**config.mk**
```make
export PLATFORM = sky130hd
export DESIGN_NAME = mem_arbiter
export DESIGN_NICKNAME = d
export VERILOG_FILES = /design/src/rtl/mem_arbiter.sv
export SDC_FILE = /design/constraint.sdc
export NUM_CORES = 1
export LEC_CHECK = 0
export ABC_CLOCK_PERIOD_IN_PS = 2500
export BUFFER_PORTS_ARGS = -buffer_cell sky130_fd_sc_hd__buf_2
export CAP_MARGIN = 0
export CELL_PAD_IN_SITES_DETAIL_PLACEMENT = 0
export CELL_PAD_IN_SITES_GLOBAL_PLACEMENT = 1
export CORE_MARGIN = 3
export CORE_UTILIZATION = 30
export CTS_CLUSTER_DIAMETER = 200
export DETAILED_ROUTE_END_ITERATION = 16
export PLACE_DENSITY_LB_ADDON = 0.1
export SYNTH_ARGS = -nofsm -noshare
export SYNTH_HDL_FRONTEND = slang
export SYNTH_SLANG_ARGS = --single-unit
```
**constraint.sdc**
```tcl
create_clock -name clk -period 2.5 [get_ports clk]
set_input_delay 0.125 -clock clk [delete_from_list [all_inputs] [get_ports clk]]
set_output_delay 0.125 -clock clk [all_outputs]
set_load 0.005 [all_outputs]
```
**src/rtl/mem_arbiter.sv**
```systemverilog
// Two-requester arbiter for one shared multi-cycle memory port.
// Data wins by default; a saturating starvation counter forces an instruction grant.
module mem_arbiter #(
   parameter int STARVE_LIMIT = 3
) (
   input  logic        clk,
   input  logic        rst,
   input  logic        i_req,
   input  logic [15:0] i_addr,
   output logic [15:0] i_rdata,
   output logic        i_done,
   output logic        i_stall,
   output logic        i_err,
   input  logic        d_req,
   input  logic        d_wr,
   input  logic [15:0] d_addr,
   input  logic [15:0] d_wdata,
   output logic [15:0] d_rdata,
   output logic        d_done,
   output logic        d_stall,
   output logic        d_err,
   output logic        mem_req,
   output logic        mem_wr,
   output logic [15:0] mem_addr,
   output logic [15:0] mem_wdata,
   input  logic [15:0] mem_rdata,
   input  logic        mem_done
);

   localparam logic [1:0] IDLE   = 2'd0;
   localparam logic [1:0] BUSY_I = 2'd1;
   localparam logic [1:0] BUSY_D = 2'd2;
   localparam logic [3:0] LIMIT  = 4'(STARVE_LIMIT);

   logic [1:0] state;
   logic [3:0] starve_cnt;
   logic       idle, sel_i, sel_d, mis_i, mis_d, fin_i, fin_d;

   assign idle  = (state == IDLE);
   // Instruction side only overrides data once the starvation budget is used up.
   assign sel_d = idle & d_req & ~(i_req & (starve_cnt == LIMIT));
   assign sel_i = idle & i_req & ~sel_d;
   assign mis_i = sel_i & i_addr[0];
   assign mis_d = sel_d & d_addr[0];
   assign fin_i = (state == BUSY_I) & mem_done;
   assign fin_d = (state == BUSY_D) & mem_done;

   assign i_done  = mis_i | fin_i;
   assign i_err   = mis_i;
   assign i_rdata = fin_i ? mem_rdata : 16'h0;
   assign i_stall = i_req & ~i_done;
   assign d_done  = mis_d | fin_d;
   assign d_err   = mis_d;
   assign d_rdata = fin_d ? mem_rdata : 16'h0;
   assign d_stall = d_req & ~d_done;

   // Driven from registered state only, so requests never reach mem_* combinationally.
   assign mem_req = ~idle;

   always_ff @(posedge clk or posedge rst) begin
      if (rst) begin
         state      <= IDLE;
         starve_cnt <= 4'd0;
         mem_wr     <= 1'b0;
         mem_addr   <= 16'h0;
         mem_wdata  <= 16'h0;
      end else if (idle) begin
         if (sel_i)
            starve_cnt <= 4'd0;
         else if (sel_d)
            starve_cnt <= !i_req ? 4'd0 :
                          (starve_cnt >= LIMIT) ? LIMIT : starve_cnt + 4'd1;
         if (sel_i && !i_addr[0]) begin
            state    <= BUSY_I;
            mem_addr <= i_addr;
            mem_wr   <= 1'b0;
         end else if (sel_d && !d_addr[0]) begin
            state     <= BUSY_D;
            mem_addr  <= d_addr;
            mem_wr    <= d_wr;
            mem_wdata <= d_wdata;
         end
      end else if (mem_done) begin
         state  <= IDLE;
         mem_wr <= 1'b0;
      end
   end

endmodule
```
==> After elaboration in Yosys (flattened, before gate mapping) <==
Cells that the tools add are included.
Widths: inputs -> output; s select.
{ "word_totals": {"regBits": 39, "wordCells": 58} }
{ "classes": {"bitwise": 19, "n_lt_le_gt_ge": 1, "addsub": 1, "n_reduce_logical": 12, "mux": 16, "eq_ne": 4} }
{ "op_table": {"columns": ["operator", "n"], "rows": [
  ["$mux 16", 4],
  ["$mux 4", 4],
  ["$and 1x1->1", 11],
  ["$mux 2", 4],
  ["$not 1->1", 6],
  ["$reduce_and 2->1", 3],
  ["$reduce_bool 2->1", 3],
  ["$add 4x1->4 const B", 1],
  ["$eq 4x2->1 const B", 1],
  ["$ge 4x2->1 const B", 1],
  ["$mux 1", 4],
  ["$ne 3x1->1 const B", 1],
  ["$reduce_and 3->1", 1],
  ["$eq 2x1->1 const B", 1],
  ["$eq 2x2->1 const B", 1],
  ["$logic_and 1x1->1", 2],
  ["$logic_not 1->1", 2],
  ["$logic_not 2->1", 1],
  ["$or 1x1->1", 2]
]} }

==> Longest topological paths before layout <==
Gate-level depths: netlist of the first run.
{ "logic_depth": {"ltp_word": 10, "ltp_mapped": 6} }

==> Least setup slack after synthesis of the first run <==
Ideal clock, no wire load.
{ "synth_timing": {"kind": "register to register", "from": "register state[1]", "to": "register mem_wdata[10]", "arrival_time_ns": 1.800, "required_time_ns": 2.375, "period_less_slack_ns": 1.925, "path_stages_with_launch": 7, "path_slack_ns": 0.575, "cell_sequence": "dfrtp_1 > or3b_1 > buf_2 > or3_1 > buf_2 > buf_6 > mux2_4"} }
{ "synth_via": {"elab_chain_cells": 8} }
{ "synth_lines": {"columns": ["element", "line_no", "source"], "rows": [
  ["start, declared", "35", "logic [1:0] state;"],
  ["start signal, assigned", "62", "state <= IDLE;"],
  ["start signal, assigned", "74", "state <= BUSY_I;"],
  ["start signal, assigned", "78", "state <= BUSY_D;"],
  ["$logic_not 2->1 (*)", "39", "assign idle = (state == IDLE);"],
  ["$and 1x1->1 (2 in a row)", "41", "assign sel_d = idle & d_req & ~(i_req & (starve_cnt == LIMIT));"],
  ["$not 1->1", "42", "assign sel_i = idle & i_req & ~sel_d;"],
  ["$and 1x1->1", "42", null],
  ["$logic_and 1x1->1", "73", "if (sel_i && !i_addr[0]) begin"],
  ["$not 1->1 (no line)", null, null],
  ["$reduce_and 3->1 (no line) (*)", null, null],
  ["end signal, assigned", "81", "mem_wdata <= d_wdata;"],
  ["end, declared", "25", "output logic [15:0] mem_wdata,"]
]} }
Every way passes the cells marked *; elsewhere a longest branch is shown, timed or not.
A chain may end at the register's enable or synchronous reset.

==> Worst setup path in the final report of the first run <==
{ "layout_timing": {"from": "register starve_cnt[0]", "to": "register mem_wdata[8]"} }
{ "layout_via": {"elab_chain_cells": 9} }
{ "layout_lines": {"columns": ["element", "line_no", "source"], "rows": [
  ["start, declared", "36", "logic [3:0] starve_cnt;"],
  ["start signal, assigned", "71", "starve_cnt <= !i_req ? 4'd0 :"],
  ["$eq 4x2->1 (*)", "41", null],
  ["$and 1x1->1 (*)", "41", null],
  ["$not 1->1 (*)", "41", null],
  ["$and 1x1->1 (*)", "41", null],
  ["$not 1->1", "42", null],
  ["$and 1x1->1", "42", null],
  ["$logic_and 1x1->1", "73", null],
  ["$not 1->1 (no line)", null, null],
  ["$reduce_and 3->1 (no line) (*)", null, null]
]} }
Marks and branches as above.

==> results of run 1 <==
==> logic make-up after synthesis <==
| family | share of synthesized area, % |
|---|---|
| AOI/OAI and AO/OA | 20.81 |
| and+or+nand+nor | 15.14 |
| buffers and inverters | 7.798 |
| DFF | 44.72 |
| muxes | 10.95 |
| adders and majority gates | 0.5733 |
==> path summary, 6_finish.rpt <==
path	startpoint	cells after the start	slack [ns]	endpoint
setup / recovery	starve_cnt[0]$_DFFE_PP0P_	5	0.59	mem_wdata[8]$_DFFE_PP0P_
max in group asynchronous	rst	4	1.37	mem_wdata[10]$_DFFE_PP0P_
setup reg to reg	starve_cnt[0]$_DFFE_PP0P_	5	0.59	mem_wdata[8]$_DFFE_PP0P_
hold / removal	mem_done	2	0.04	state[1]$_DFFE_PP0P_
hold reg to reg	mem_wdata[5]$_DFFE_PP0P_	1	0.51	mem_wdata[5]$_DFFE_PP0P_
min in group asynchronous	rst	3	0.47	mem_addr[13]$_DFFE_PP0P_
==> synth_stat cells, drive strengths merged <==
cell     instances  area (um2)
a21boi           1       7.510
a21o             1       7.510
a311oi           2       17.52
a32o             2       20.02
a41o             1       10.01
and2            34       212.7
and3             2       12.51
and3b            1       8.760
and4             1       8.760
and4bb           1       12.51
buf              6       42.54
clkbuf          12       45.04
dfrtp           39       975.9
ha               1       12.51
inv             22       82.58
mux2            16       229.0
mux2i            1       10.01
nand2            2       7.510
nand4bb          1       11.26
nor2             2       7.510
nor3             1       5.000
nor3b            1       7.510
nor4b            1       15.01
o211ai          15       112.6
o21ai            4       20.02
o221ai          16       140.1
o22ai            1       6.260
o31ai           15       112.6
or2              1       6.260
or3              1       6.260
or3b             1       8.760
==> critical path: cells and delay by family (launching register included) <==
kind          cells  cell delay, ns
fa+ha+maj         1            0.23
simple gates      2            0.61
flops             1            0.39
buf+inv           1            0.23
mux               1            0.32
==> per-stage QoR <==
| stage | std cells | setup slack (ns) | hold WS, ns |
|---|---|---|---|
| 6_report | 441 | 0.5950 | 0.04209 |
| 5_1_grt | 441 | 0.4983 | 0.05115 |
| 4_1_cts | 441 | 0.6025 | 0.02912 |
| 3_5_place_dp | 433 | 0.6185 | 0.2532 |
| 3_3_place_gp | 433 | 0.6300 | 0.2482 |
| 2_1_floorplan | 205 | 0.5752 | 0.2214 |
==> state kept, by name, summed over array words and instances, names as in the netlist <==
name        flops
starve_cnt      4
mem_addr       16
mem_wr          1
mem_wdata      16
state           2
==> where the power goes <==
part	leakage [uW]	switching (uW)	internal, uW
registers	0.000481	91.3	795
clock network	0.0000470	208	216
logic	0.00118	293	375
==> metal layers <==
metal / routed length [um] / vias to the layer above / track usage, % / share of wire [%]
met3: 691 / 6 / 5.137 / 10
met2: 3298 / 119 / 28.69 / 48
met5: 0 / - / 0 / 0
li1: - / 1026 / - / -
met4: 61 / 0 / 3.769 / 0.89
met1: 2782 / 1013 / 20.45 / 41
==> final cells by class <==
class	instances	share of cell area, %
Clock buffer	6	2.669
Sequential cell	39	31.54
Tap cell	96	3.882
Inverter	22	2.669
Clock inverter	1	0.1617
Multi-Input combinational cell	126	33.76
Timing Repair Buffer	151	25.31
==> timing repair <==
| item | 4_1_cts | 5_1_grt |
|---|---|---|
| hold buffers | 1 | 0 |
| endpoints found under the setup margin | 0 | 0 |
| endpoints found under the hold margin | 24 | 0 |
==> metrics.txt, run 1 <==
# TYPE chip_impl_metric gauge
chip_impl_info{name="status",value="completed"} 1
chip_impl_metric{name="dpl-instance-area",unit="mm2"} 0.002997
chip_impl_metric{name="path_max_fanout",unit=""} 16
chip_impl_metric{name="post_drt_wl_per_cell",unit="um"} 15.50
chip_impl_info{name="worst_setup_ep_type",value="flop"} 1
chip_impl_metric{name="cap_viol_max_count",unit=""} 0
chip_impl_metric{name="design_area",unit="mm2"} 0.003094
chip_impl_metric{name="floorplan.core_area",unit="mm2"} 0.006907
chip_impl_metric{name="cell_pwr_density",unit="mW/mm2"} 639.3
chip_impl_metric{name="floorplan.die_area",unit="mm2"} 0.008333
chip_impl_info{name="cts_root_buffer",value="sky130_fd_sc_hd__clkbuf_8"} 1
chip_impl_metric{name="post_cts.repair.setup_buffers",unit=""} 0
chip_impl_metric{name="grt_first_pass_wirelength",unit="um"} 11370
chip_impl_metric{name="arrival",unit="ns"} 2.07
chip_impl_metric{name="initialDrtViolationCount",unit=""} 63
chip_impl_info{name="cp_cell_sequence",value="ha_1 -> and4bb_2 -> or3_1 -> buf_4 -> mux2_4"} 1
chip_impl_metric{name="first_global_vias",unit=""} 2308
chip_impl_metric{name="min_period",unit="ns"} 1.905
chip_impl_metric{name="globalRouteTotalUtil",unit="%"} 16.70
chip_impl_metric{name="yosys_warnings",unit=""} 0
chip_impl_info{name="layout.cells.most_common_list",value="sky130_fd_sc_hd__buf_2, sky130_fd_sc_hd__dfrtp_1, sky130_fd_sc_hd__and2_1, sky130_fd_sc_hd__inv_1, sky130_fd_sc_hd__o221ai_1"} 1
chip_impl_metric{name="syn_inst",unit=""} 205
chip_impl_metric{name="cpPeakStageDelay",unit="ns"} 0.39
chip_impl_metric{name="synth.cell_area",unit="mm2"} 0.002182
chip_impl_metric{name="port_buffers",unit=""} 141
chip_impl_metric{name="actual_slew_at_the_worst_max_slew_pin",unit="ns"} 0.9057
chip_impl_metric{name="cts_inserted_buffers",unit=""} 5
chip_impl_metric{name="clk_transition_reported_paths",unit="ns"} 0.07
chip_impl_metric{name="worst_slew_margin_rel",unit="%"} 39.25
chip_impl_metric{name="ys_seq_area_share",unit="%"} 44.72
chip_impl_metric{name="finalMaxSlewViolations",unit=""} 0
chip_impl_metric{name="final_net_count",unit=""} 416
chip_impl_metric{name="fin_skew",unit="ns"} 0.006515
chip_impl_metric{name="final_setup_violation_count",unit=""} 0
chip_impl_metric{name="initial_utilization",unit="%"} 31.59
chip_impl_metric{name="vdd_drop_max",unit="mV"} 0.2060
chip_impl_metric{name="timing.final.crit_share",unit="%"} 76.20
chip_impl_metric{name="grt_max_degree",unit=""} 32
chip_impl_info{name="grt_setup_unrepaired",value="no"} 1
chip_impl_metric{name="timing.final.hold_violations",unit=""} 0
chip_impl_metric{name="drt_pass1_iterations",unit=""} 4
chip_impl_metric{name="post-dp-hpwl",unit="um"} 5175
chip_impl_metric{name="vias_per_cell",unit=""} 4.907
chip_impl_metric{name="clock_tree.buffer_depth",unit=""} 2
chip_impl_info{name="tritoncts",value="yes"} 1
chip_impl_metric{name="fmax",unit="GHz"} 0.5249
chip_impl_metric{name="route.antenna.remaining_nets",unit=""} 0
chip_impl_metric{name="clk_latency",unit="ns"} 0.28
chip_impl_metric{name="core.rowCount",unit=""} 30
chip_impl_info{name="holdCritPathClass",value="in2reg"} 1
chip_impl_metric{name="timing.setup.tns",unit="ns"} 0
chip_impl_metric{name="io-pin-count",unit=""} 142
chip_impl_info{name="slowest_stage",value="sky130_fd_sc_hd__dfrtp_1"} 1
chip_impl_metric{name="post_cts_resized",unit=""} 0
chip_impl_metric{name="synth_cell_types",unit=""} 33
chip_impl_metric{name="ff_latch_area",unit="um2"} 975.9
chip_impl_info{name="crit_type",value="reg2reg"} 1
chip_impl_info{name="leading_cell_type_in_the_layout_fill_and_taps_excluded",value="sky130_fd_sc_hd__buf_2"} 1
chip_impl_metric{name="num_antenna_cells",unit=""} 0
chip_impl_metric{name="grt_overflow",unit=""} 0
chip_impl_metric{name="drt_wl_total",unit="um"} 6834
chip_impl_metric{name="post_synth.cell_area_avg",unit="um2"} 10.64
chip_impl_info{name="worstSetupStartpointType",value="flop"} 1
chip_impl_metric{name="area_growth_syn_to_layout",unit="%"} 41.80
chip_impl_metric{name="ys_ff_latch",unit=""} 39
chip_impl_metric{name="power",unit="uW"} 1978
chip_impl_metric{name="final.fill_count",unit=""} 730
chip_impl_metric{name="die_h",unit="um"} 91.29
chip_impl_metric{name="routabilityCongestion",unit=""} 0.7298
chip_impl_metric{name="synth.net_count",unit=""} 276
chip_impl_metric{name="multi_input_comb_area",unit="mm2"} 0.001045
chip_impl_metric{name="drc",unit=""} 0
chip_impl_metric{name="layout-drive-gt1-share",unit="%"} 51.01
chip_impl_metric{name="htree_levels",unit=""} 2
chip_impl_metric{name="num_vias",unit=""} 2164
chip_impl_metric{name="antenna_found_initial",unit=""} 0
chip_impl_metric{name="required",unit="ns"} 2.67
chip_impl_metric{name="power.leakage",unit="uW"} 0.001713
chip_impl_metric{name="cts.sinks",unit=""} 39
chip_impl_metric{name="final_core_utilization",unit="%"} 44.80
chip_impl_metric{name="die_w",unit="um"} 91.29
Note: power is estimated with default switching activity, not from simulation.
==> inputs of run 2 (changes only) <==
--- a/config.mk
+++ b/config.mk
@@ -5,7 +5,7 @@
 export SDC_FILE = /design/constraint.sdc
 export NUM_CORES = 1
 export LEC_CHECK = 0
-export ABC_CLOCK_PERIOD_IN_PS = 2500
+export ABC_CLOCK_PERIOD_IN_PS = 1800
 export BUFFER_PORTS_ARGS = -buffer_cell sky130_fd_sc_hd__buf_2
 export CAP_MARGIN = 0
 export CELL_PAD_IN_SITES_DETAIL_PLACEMENT = 0
==> constraint.sdc (replaced) <==
create_clock -name clk -period 1.8 [get_ports clk]
set_input_delay 0.09 -clock clk [delete_from_list [all_inputs] [get_ports clk]]
set_output_delay 0.09 -clock clk [all_outputs]
set_load 0.005 [all_outputs]
==> run 2 against run 1 <==
  * Critical path depth did not move
  * First-iteration DRC count fell by 37%
  * Largest power group unchanged
  * Setup slack got worse by 0.59 ns
==> metrics.txt, run 2 (same netlist as run 1, synthesis figures left out) <==
# TYPE chip_impl_metric gauge
chip_impl_info{name="status",value="completed"} 1
chip_impl_metric{name="p_sw_share",unit="%"} 27.73
chip_impl_metric{name="clk_latency",unit="ns"} 0.29
chip_impl_metric{name="clk_transition_reported_paths",unit="ns"} 0.08
chip_impl_metric{name="p_clk_share",unit="%"} 27.8
chip_impl_metric{name="first_global_vias",unit=""} 2380
chip_impl_metric{name="post_drt_wl_per_cell",unit="um"} 15.55
chip_impl_metric{name="initial_utilization",unit="%"} 31.59
chip_impl_metric{name="num_vias",unit=""} 2188
chip_impl_metric{name="globalRouteTotalUtil",unit="%"} 16.95
chip_impl_metric{name="required",unit="ns"} 1.97
chip_impl_metric{name="grt_max_degree",unit=""} 40
chip_impl_metric{name="vias_per_cell",unit=""} 4.819
chip_impl_metric{name="num_antenna_cells",unit=""} 0
chip_impl_metric{name="worst_slew_margin_rel",unit="%"} 65.42
chip_impl_metric{name="share_comb_of_total_power",unit="%"} 32.5
chip_impl_info{name="worst_setup_ep_type",value="flop"} 1
chip_impl_metric{name="grt_overflow",unit=""} 0
chip_impl_metric{name="core.rowCount",unit=""} 30
chip_impl_metric{name="part_of_the_total_power_dissipated_in_sequential_elements",unit="%"} 39.7
chip_impl_metric{name="port_buffers",unit=""} 141
chip_impl_info{name="grt_setup_unrepaired",value="yes"} 1
chip_impl_metric{name="design_area",unit="mm2"} 0.003316
chip_impl_metric{name="whs",unit="ns"} 0.02903
chip_impl_info{name="holdCritPathClass",value="in2reg"} 1
chip_impl_metric{name="finalMaxSlewViolations",unit=""} 0
chip_impl_metric{name="power.leakage",unit="uW"} 0.001804
chip_impl_metric{name="timing.final.hold_violations",unit=""} 0
chip_impl_info{name="leading_cell_type_in_the_layout_fill_and_taps_excluded",value="sky130_fd_sc_hd__buf_2"} 1
chip_impl_metric{name="routabilityCongestion",unit=""} 0.7336
chip_impl_metric{name="final_setup_violation_count",unit=""} 0
chip_impl_info{name="crit_type",value="reg2reg"} 1
chip_impl_metric{name="route.antenna.remaining_nets",unit=""} 0
chip_impl_metric{name="antenna_found_initial",unit=""} 0
chip_impl_metric{name="fmax",unit="GHz"} 0.5578
chip_impl_metric{name="post-dp-hpwl",unit="um"} 5253
chip_impl_metric{name="area_growth_syn_to_layout",unit="%"} 51.95
chip_impl_metric{name="floorplan.core_area",unit="mm2"} 0.006907
chip_impl_info{name="largest_registers_ranked_by_flip_flop_count",value="mem_addr: 16 flops, mem_wdata: 16 flops, starve_cnt: 4 flops"} 1
chip_impl_metric{name="floorplan.die_area",unit="mm2"} 0.008333
chip_impl_metric{name="drc",unit=""} 0
chip_impl_metric{name="drt_wl_total",unit="um"} 7060
chip_impl_metric{name="actual_slew_at_the_worst_max_slew_pin",unit="ns"} 0.5181
chip_impl_metric{name="min_period",unit="ns"} 1.793
chip_impl_metric{name="initialDrtViolationCount",unit=""} 40
chip_impl_metric{name="internal-power",unit="uW"} 2232
chip_impl_metric{name="cts.sinks",unit=""} 39
chip_impl_metric{name="io-pin-count",unit=""} 142
chip_impl_metric{name="drt_pass1_iterations",unit=""} 4
chip_impl_metric{name="path_max_fanout",unit=""} 22
chip_impl_metric{name="fin_skew",unit="ns"} 0.003837
chip_impl_metric{name="arrival",unit="ns"} 1.97
chip_impl_metric{name="final.fill_count",unit=""} 702
chip_impl_metric{name="grt_first_pass_wirelength",unit="um"} 11450
chip_impl_metric{name="final_core_utilization",unit="%"} 48.01
chip_impl_metric{name="power",unit="uW"} 3088
chip_impl_info{name="layout.cells.most_common_list",value="sky130_fd_sc_hd__buf_2, sky130_fd_sc_hd__dfrtp_1, sky130_fd_sc_hd__and2_1, sky130_fd_sc_hd__inv_1"} 1
chip_impl_metric{name="timing.final.crit_share",unit="%"} 99.60
chip_impl_metric{name="clock_tree.buffer_depth",unit=""} 2
chip_impl_metric{name="dpl-instance-area",unit="mm2"} 0.003093
chip_impl_metric{name="htree_levels",unit=""} 2
chip_impl_metric{name="power.switching",unit="uW"} 856.1
chip_impl_info{name="cts_root_buffer",value="sky130_fd_sc_hd__clkbuf_8"} 1
chip_impl_metric{name="die_w",unit="um"} 91.29
chip_impl_metric{name="cts_inserted_buffers",unit=""} 5
chip_impl_metric{name="final_net_count",unit=""} 428
chip_impl_metric{name="layout-drive-gt1-share",unit="%"} 54.47
chip_impl_info{name="worstSetupStartpointType",value="flop"} 1
chip_impl_metric{name="cap_viol_max_count",unit=""} 0
chip_impl_metric{name="cell_pwr_density",unit="mW/mm2"} 931.3
chip_impl_metric{name="vdd_drop_max",unit="mV"} 0.2840
chip_impl_metric{name="die_h",unit="um"} 91.29
chip_impl_metric{name="timing.setup.tns",unit="ns"} 0
chip_impl_info{name="tritoncts",value="yes"} 1
-- run 2: cell count changes in the layout (fill, tap and decap cells not counted), moves of 2 or more --
cell	delta
sky130_fd_sc_hd__buf_4	+7
sky130_fd_sc_hd__buf_6	+3
sky130_fd_sc_hd__and3_1	-2
sky130_fd_sc_hd__buf_12	+2
sky130_fd_sc_hd__bufinv_16	+2
-- run 2: final timing paths --
check / startpoint / to / slack [ns] / cells after the start
max: starve_cnt[1]$_DFFE_PP0P_ / mem_wdata[5]$_DFFE_PP0P_ / 0.007 / 5
min: d_wdata[2] / mem_wdata[2]$_DFFE_PP0P_ / 0.03 / 2
max reg2reg: starve_cnt[1]$_DFFE_PP0P_ / mem_wdata[5]$_DFFE_PP0P_ / 0.007 / 5
min reg2reg: mem_wdata[15]$_DFFE_PP0P_ / mem_wdata[15]$_DFFE_PP0P_ / 0.51 / 1
max in group asynchronous: rst / mem_addr[4]$_DFFE_PP0P_ / 1.00 / 4
min in group asynchronous: rst / mem_wdata[2]$_DFFE_PP0P_ / 0.46 / 4
-- run 2: area by class of cell --
type / count / area [um2] / share of cell area, %
clock buffers: 6 / 72.57 / 2.189
well taps: 96 / 120.1 / 3.623
clock inverters: 2 / 60.06 / 1.811
repair buffers: 163 / 914.6 / 27.58
inverters: 22 / 82.58 / 2.491
multi-input cells: 126 / 1090 / 32.87
flip-flops and latches: 39 / 975.9 / 29.43
-- run 2: worst max-delay path, cell delays in order (launching register included) --
cell and delay, ns:
sky130_fd_sc_hd__dfrtp_1 0.40, sky130_fd_sc_hd__ha_2 0.20, sky130_fd_sc_hd__and4bb_2 0.24, sky130_fd_sc_hd__or3_4 0.35, sky130_fd_sc_hd__buf_12 0.18, sky130_fd_sc_hd__mux2_4 0.31
-- run 2: power by group through the flow --
stage          Sequential, uW  Combinational [uW]  Clock (uW)
5_1_grt                  1260                1110         936
6_report                 1230                1000         858
2_1_floorplan            1260                 483           0
3_3_place_gp             1240                 981           0
3_5_place_dp             1240                 993           0
4_1_cts                  1230                1010         884
-- run 2: metrics by stage --
stage | cells | setup slack [ns]
6_report | 454 | 0.007248
5_1_grt | 454 | -0.03362
4_1_cts | 452 | 0.009110
3_5_place_dp | 442 | -0.03747
3_3_place_gp | 442 | -0.01902
2_1_floorplan | 205 | -0.1225
-- run 2: timing repair --
action | 4_1_cts | 5_1_grt
endpoints found under the setup margin | 19 | 20
resized for setup | 5 | 6
buffers inserted | 0 | 2
pin swaps | 2 | 3
hold buffers | 2 | 0
hold endpoints to repair | 40 | 0
-- run 2: per-layer routing --
metal / vias up / routed length [um] / global-route usage (%)
li1: 1049 / - / -
met1: 1029 / 2978 / 20.43
met2: 103 / 3498 / 29.92
met3: 7 / 505 / 4.225
met4: 0 / 78 / 4.523
met5: - / 0 / 0
==> inputs of run 3 (changes only) <==
--- a/config.mk
+++ b/config.mk
@@ -5,13 +5,13 @@
 export SDC_FILE = /design/constraint.sdc
 export NUM_CORES = 1
 export LEC_CHECK = 0
-export ABC_CLOCK_PERIOD_IN_PS = 1800
+export ABC_CLOCK_PERIOD_IN_PS = 1550
 export BUFFER_PORTS_ARGS = -buffer_cell sky130_fd_sc_hd__buf_2
 export CAP_MARGIN = 0
 export CELL_PAD_IN_SITES_DETAIL_PLACEMENT = 0
 export CELL_PAD_IN_SITES_GLOBAL_PLACEMENT = 1
 export CORE_MARGIN = 3
-export CORE_UTILIZATION = 30
+export CORE_UTILIZATION = 27
 export CTS_CLUSTER_DIAMETER = 200
 export DETAILED_ROUTE_END_ITERATION = 16
 export PLACE_DENSITY_LB_ADDON = 0.1
==> constraint.sdc (replaced) <==
create_clock -name clk -period 1.55 [get_ports clk]
set_input_delay 0.0775 -clock clk [delete_from_list [all_inputs] [get_ports clk]]
set_output_delay 0.0775 -clock clk [all_outputs]
set_load 0.005 [all_outputs]
==> run 3 against run 2 <==
  * The run now ends with setup timing left
  * Setup slack got worse by 0.31 ns
  * Clock skew rose by 0.00076 ns
  * Via count rose by 5.3%
  * Register-to-register slack got worse by 0.31 ns
  * Core utilization rose by 2.5 points
  * Hold slack got worse by 0.025 ns
  * Flip-flop and latch count did not move
  * Clock-buffer cell count did not move
  * Clock power rose by 3.7%
  * Routed wire length rose by 15%
  * Sequential share of layout area fell by 4.5 points
  * Critical path type unchanged
==> metrics.txt, run 3 (same netlist as run 1, synthesis figures left out) <==
# TYPE chip_impl_metric gauge
chip_impl_metric{name="actual_slew_at_the_worst_max_slew_pin",unit="ns"} 0.6024
chip_impl_metric{name="p_sw_share",unit="%"} 29.68
chip_impl_metric{name="worst_slew_margin_rel",unit="%"} 59.80
chip_impl_info{name="worst_hold_startpoint",value="mem_done"} 1
chip_impl_metric{name="ff_latch_area",unit="um2"} 975.9
chip_impl_info{name="worst_hold_path.endpoint",value="state[1]$_DFFE_PP0P_"} 1
chip_impl_metric{name="cts_inserted_buffers",unit=""} 5
chip_impl_metric{name="routabilityCongestion",unit=""} 0.7469
chip_impl_metric{name="floorplan.core_area",unit="mm2"} 0.007767
chip_impl_metric{name="post-dp-hpwl",unit="um"} 5575
chip_impl_metric{name="fmax",unit="GHz"} 0.5407
chip_impl_metric{name="die_w",unit="um"} 95.90
chip_impl_metric{name="final_cells",unit=""} 476
chip_impl_metric{name="cpPeakStageDelay",unit="ns"} 0.41
chip_impl_metric{name="min_path_cells",unit=""} 2
chip_impl_metric{name="timing.final.crit_share",unit="%"} 119.3
chip_impl_metric{name="final_net_count",unit=""} 444
chip_impl_metric{name="globalRouteTotalUtil",unit="%"} 16.76
chip_impl_metric{name="cts.sinks",unit=""} 39
chip_impl_info{name="largest_registers_ranked_by_flip_flop_count",value="mem_addr: 16 flops, mem_wdata: 16 flops, starve_cnt: 4 flops"} 1
chip_impl_metric{name="grt_max_degree",unit=""} 40
chip_impl_metric{name="r2r_worst_path_depth",unit=""} 5
chip_impl_metric{name="final_core_utilization",unit="%"} 50.48
chip_impl_metric{name="htree_levels",unit=""} 2
chip_impl_metric{name="route.antenna.remaining_nets",unit=""} 0
chip_impl_metric{name="core.rowCount",unit=""} 32
chip_impl_metric{name="grt_first_pass_wirelength",unit="um"} 11900
chip_impl_metric{name="arrival",unit="ns"} 2.03
chip_impl_metric{name="clock_tree.buffer_depth",unit=""} 2
chip_impl_metric{name="power.leakage",unit="uW"} 0.002002
chip_impl_info{name="crit_type",value="reg2reg"} 1
chip_impl_metric{name="final.fill_count",unit=""} 741
chip_impl_metric{name="drt_pass1_iterations",unit=""} 4
chip_impl_metric{name="finalWorstSetupSlack",unit="ns"} -0.2995
chip_impl_metric{name="num_vias",unit=""} 2305
chip_impl_info{name="cp_cell_sequence",value="ha_2 -> and4bb_2 -> or3_4 -> buf_12 -> mux2_4"} 1
chip_impl_info{name="worst_setup_ep_type",value="flop"} 1
chip_impl_metric{name="io-pin-count",unit=""} 142
chip_impl_info{name="timing.critical_path.max_delay_family",value="simple AND/OR/NAND/NOR gates"} 1
chip_impl_metric{name="min_period",unit="ns"} 1.850
chip_impl_metric{name="fin_skew",unit="ns"} 0.004594
chip_impl_metric{name="vdd_drop_max",unit="mV"} 0.3332
chip_impl_metric{name="die_h",unit="um"} 95.90
chip_impl_info{name="worstSetupStartpointType",value="flop"} 1
chip_impl_metric{name="layout-drive-gt1-share",unit="%"} 67.65
chip_impl_metric{name="initialDrtViolationCount",unit=""} 93
chip_impl_metric{name="p_clk_share",unit="%"} 23.6
chip_impl_metric{name="floorplan.die_area",unit="mm2"} 0.009197
chip_impl_metric{name="antenna_found_initial",unit=""} 0
chip_impl_metric{name="port_buffers",unit=""} 141
chip_impl_metric{name="cap_viol_max_count",unit=""} 0
chip_impl_info{name="tritoncts",value="yes"} 1
chip_impl_info{name="slowest_stage",value="sky130_fd_sc_hd__or3_4"} 1
chip_impl_metric{name="internal-power",unit="uW"} 2654
chip_impl_metric{name="power.switching",unit="uW"} 1120
chip_impl_info{name="status",value="complete, but fails checks"} 1
chip_impl_metric{name="first_global_vias",unit=""} 2492
chip_impl_metric{name="path_max_fanout",unit=""} 10
chip_impl_info{name="cp-startpoint",value="starve_cnt[0]$_DFFE_PP0P_"} 1
chip_impl_metric{name="timing.final.hold_violations",unit=""} 0
chip_impl_info{name="holdCritPathClass",value="in2reg"} 1
chip_impl_metric{name="timing.critical_path.buf_inv",unit=""} 1
chip_impl_metric{name="design_area",unit="mm2"} 0.003921
chip_impl_info{name="timing.rr.start",value="starve_cnt[0]$_DFFE_PP0P_"} 1
chip_impl_info{name="layout.cells.most_common_list",value="sky130_fd_sc_hd__buf_2, sky130_fd_sc_hd__dfrtp_1, sky130_fd_sc_hd__buf_6, sky130_fd_sc_hd__inv_1, sky130_fd_sc_hd__and2_4"} 1
chip_impl_metric{name="drc",unit=""} 0
chip_impl_metric{name="num_antenna_cells",unit=""} 0
chip_impl_metric{name="drt_wl_total",unit="um"} 8105
chip_impl_metric{name="grt_overflow",unit=""} 0
chip_impl_info{name="failed_checks",value="setup timing"} 1
chip_impl_metric{name="share_comb_of_total_power",unit="%"} 38.5
chip_impl_info{name="worstReg2RegEnd",value="mem_wdata[2]$_DFFE_PP0P_"} 1
chip_impl_metric{name="cp.depth",unit=""} 5
chip_impl_metric{name="final_setup_violation_count",unit=""} 56
chip_impl_info{name="grt_setup_unrepaired",value="yes"} 1
chip_impl_info{name="leading_cell_type_in_the_layout_fill_and_taps_excluded",value="sky130_fd_sc_hd__buf_2"} 1
chip_impl_metric{name="cell_pwr_density",unit="mW/mm2"} 962.5
chip_impl_info{name="cts_root_buffer",value="sky130_fd_sc_hd__clkbuf_8"} 1
chip_impl_metric{name="clk_transition_reported_paths",unit="ns"} 0.08
chip_impl_metric{name="dpl.cell_count",unit=""} 450
chip_impl_metric{name="post_drt_wl_per_cell",unit="um"} 17.03
chip_impl_metric{name="multi_input_comb_area",unit="mm2"} 0.001284
chip_impl_metric{name="initial_utilization",unit="%"} 28.09
chip_impl_metric{name="finalMaxSlewViolations",unit=""} 0
chip_impl_metric{name="required",unit="ns"} 1.73
chip_impl_metric{name="dpl-instance-area",unit="mm2"} 0.003148
chip_impl_metric{name="part_of_the_total_power_dissipated_in_sequential_elements",unit="%"} 37.9
chip_impl_metric{name="area_growth_syn_to_layout",unit="%"} 79.70
chip_impl_metric{name="clk_latency",unit="ns"} 0.29
chip_impl_metric{name="vias_per_cell",unit=""} 4.842
chip_impl_metric{name="r2r_setup_slack",unit="ns"} -0.30
[run 3: cell type report]
class	count	area share, %
sequential	39	24.89
clock buffer	6	2.106
tap	102	3.255
timing repair buffer	179	33.89
multi-input combinational	126	32.74
inverter	22	2.234
clock inverter	2	0.8934
[run 3: metal layers]
layer | part of all wire, % | vias up | track usage [%]
met3 | 9.3 | 7 | 4.691
met4 | 1.1 | 0 | 3.910
li1 | - | 1086 | -
met1 | 39 | 1093 | 19.68
met5 | 0 | - | 0
met2 | 50 | 119 | 30.11
[run 3: power by group through the flow]
stage	logic, uW	registers (uW)	clock network, uW
after floorplan	577	1460	0
after CTS	1360	1430	920
after detailed placement	1180	1450	0
after global routing	1600	1460	954
after global placement	1170	1440	0
final	1450	1430	890
[run 3: worst max-delay path by stage]
stage	endpoint
2_1_floorplan	mem_wdata[10]$_DFFE_PP0P_
3_5_place_dp	mem_wdata[2]$_DFFE_PP0P_
5_1_grt	d_done
3_3_place_gp	mem_wdata[14]$_DFFE_PP0P_
4_1_cts	d_done
6_report	mem_wdata[2]$_DFFE_PP0P_
[run 3: metrics by stage]
stage	setup TNS [ns]	power, uW	hold slack (ns)	setup WS (ns)
floorplan	-9.390	2038	0.1739	-0.3724
global placement	-9.591	2608	0.2221	-0.3671
detailed placement	-10.11	2631	0.2285	-0.3818
CTS	-8.445	3708	0.008821	-0.2650
global route	-13.47	4021	0.001992	-0.3454
finish	-9.552	3774	0.004516	-0.2995
[run 3: what timing repair did]
action	CTS	global route
setup endpoints to repair	71	74
gates resized for setup	51	41
hold endpoints to repair	39	0
hold buffers	1	0
pin swaps	12	11
buffers inserted	4	8
gates cloned	2	4
[run 3: worst reg2reg max path: cells and delay by family, from the launching register on]
family	cells	cell delay, ns
buf+inv	1	0.18
fa+ha+maj	1	0.20
flops	1	0.39
mux	1	0.30
simple gates	2	0.67
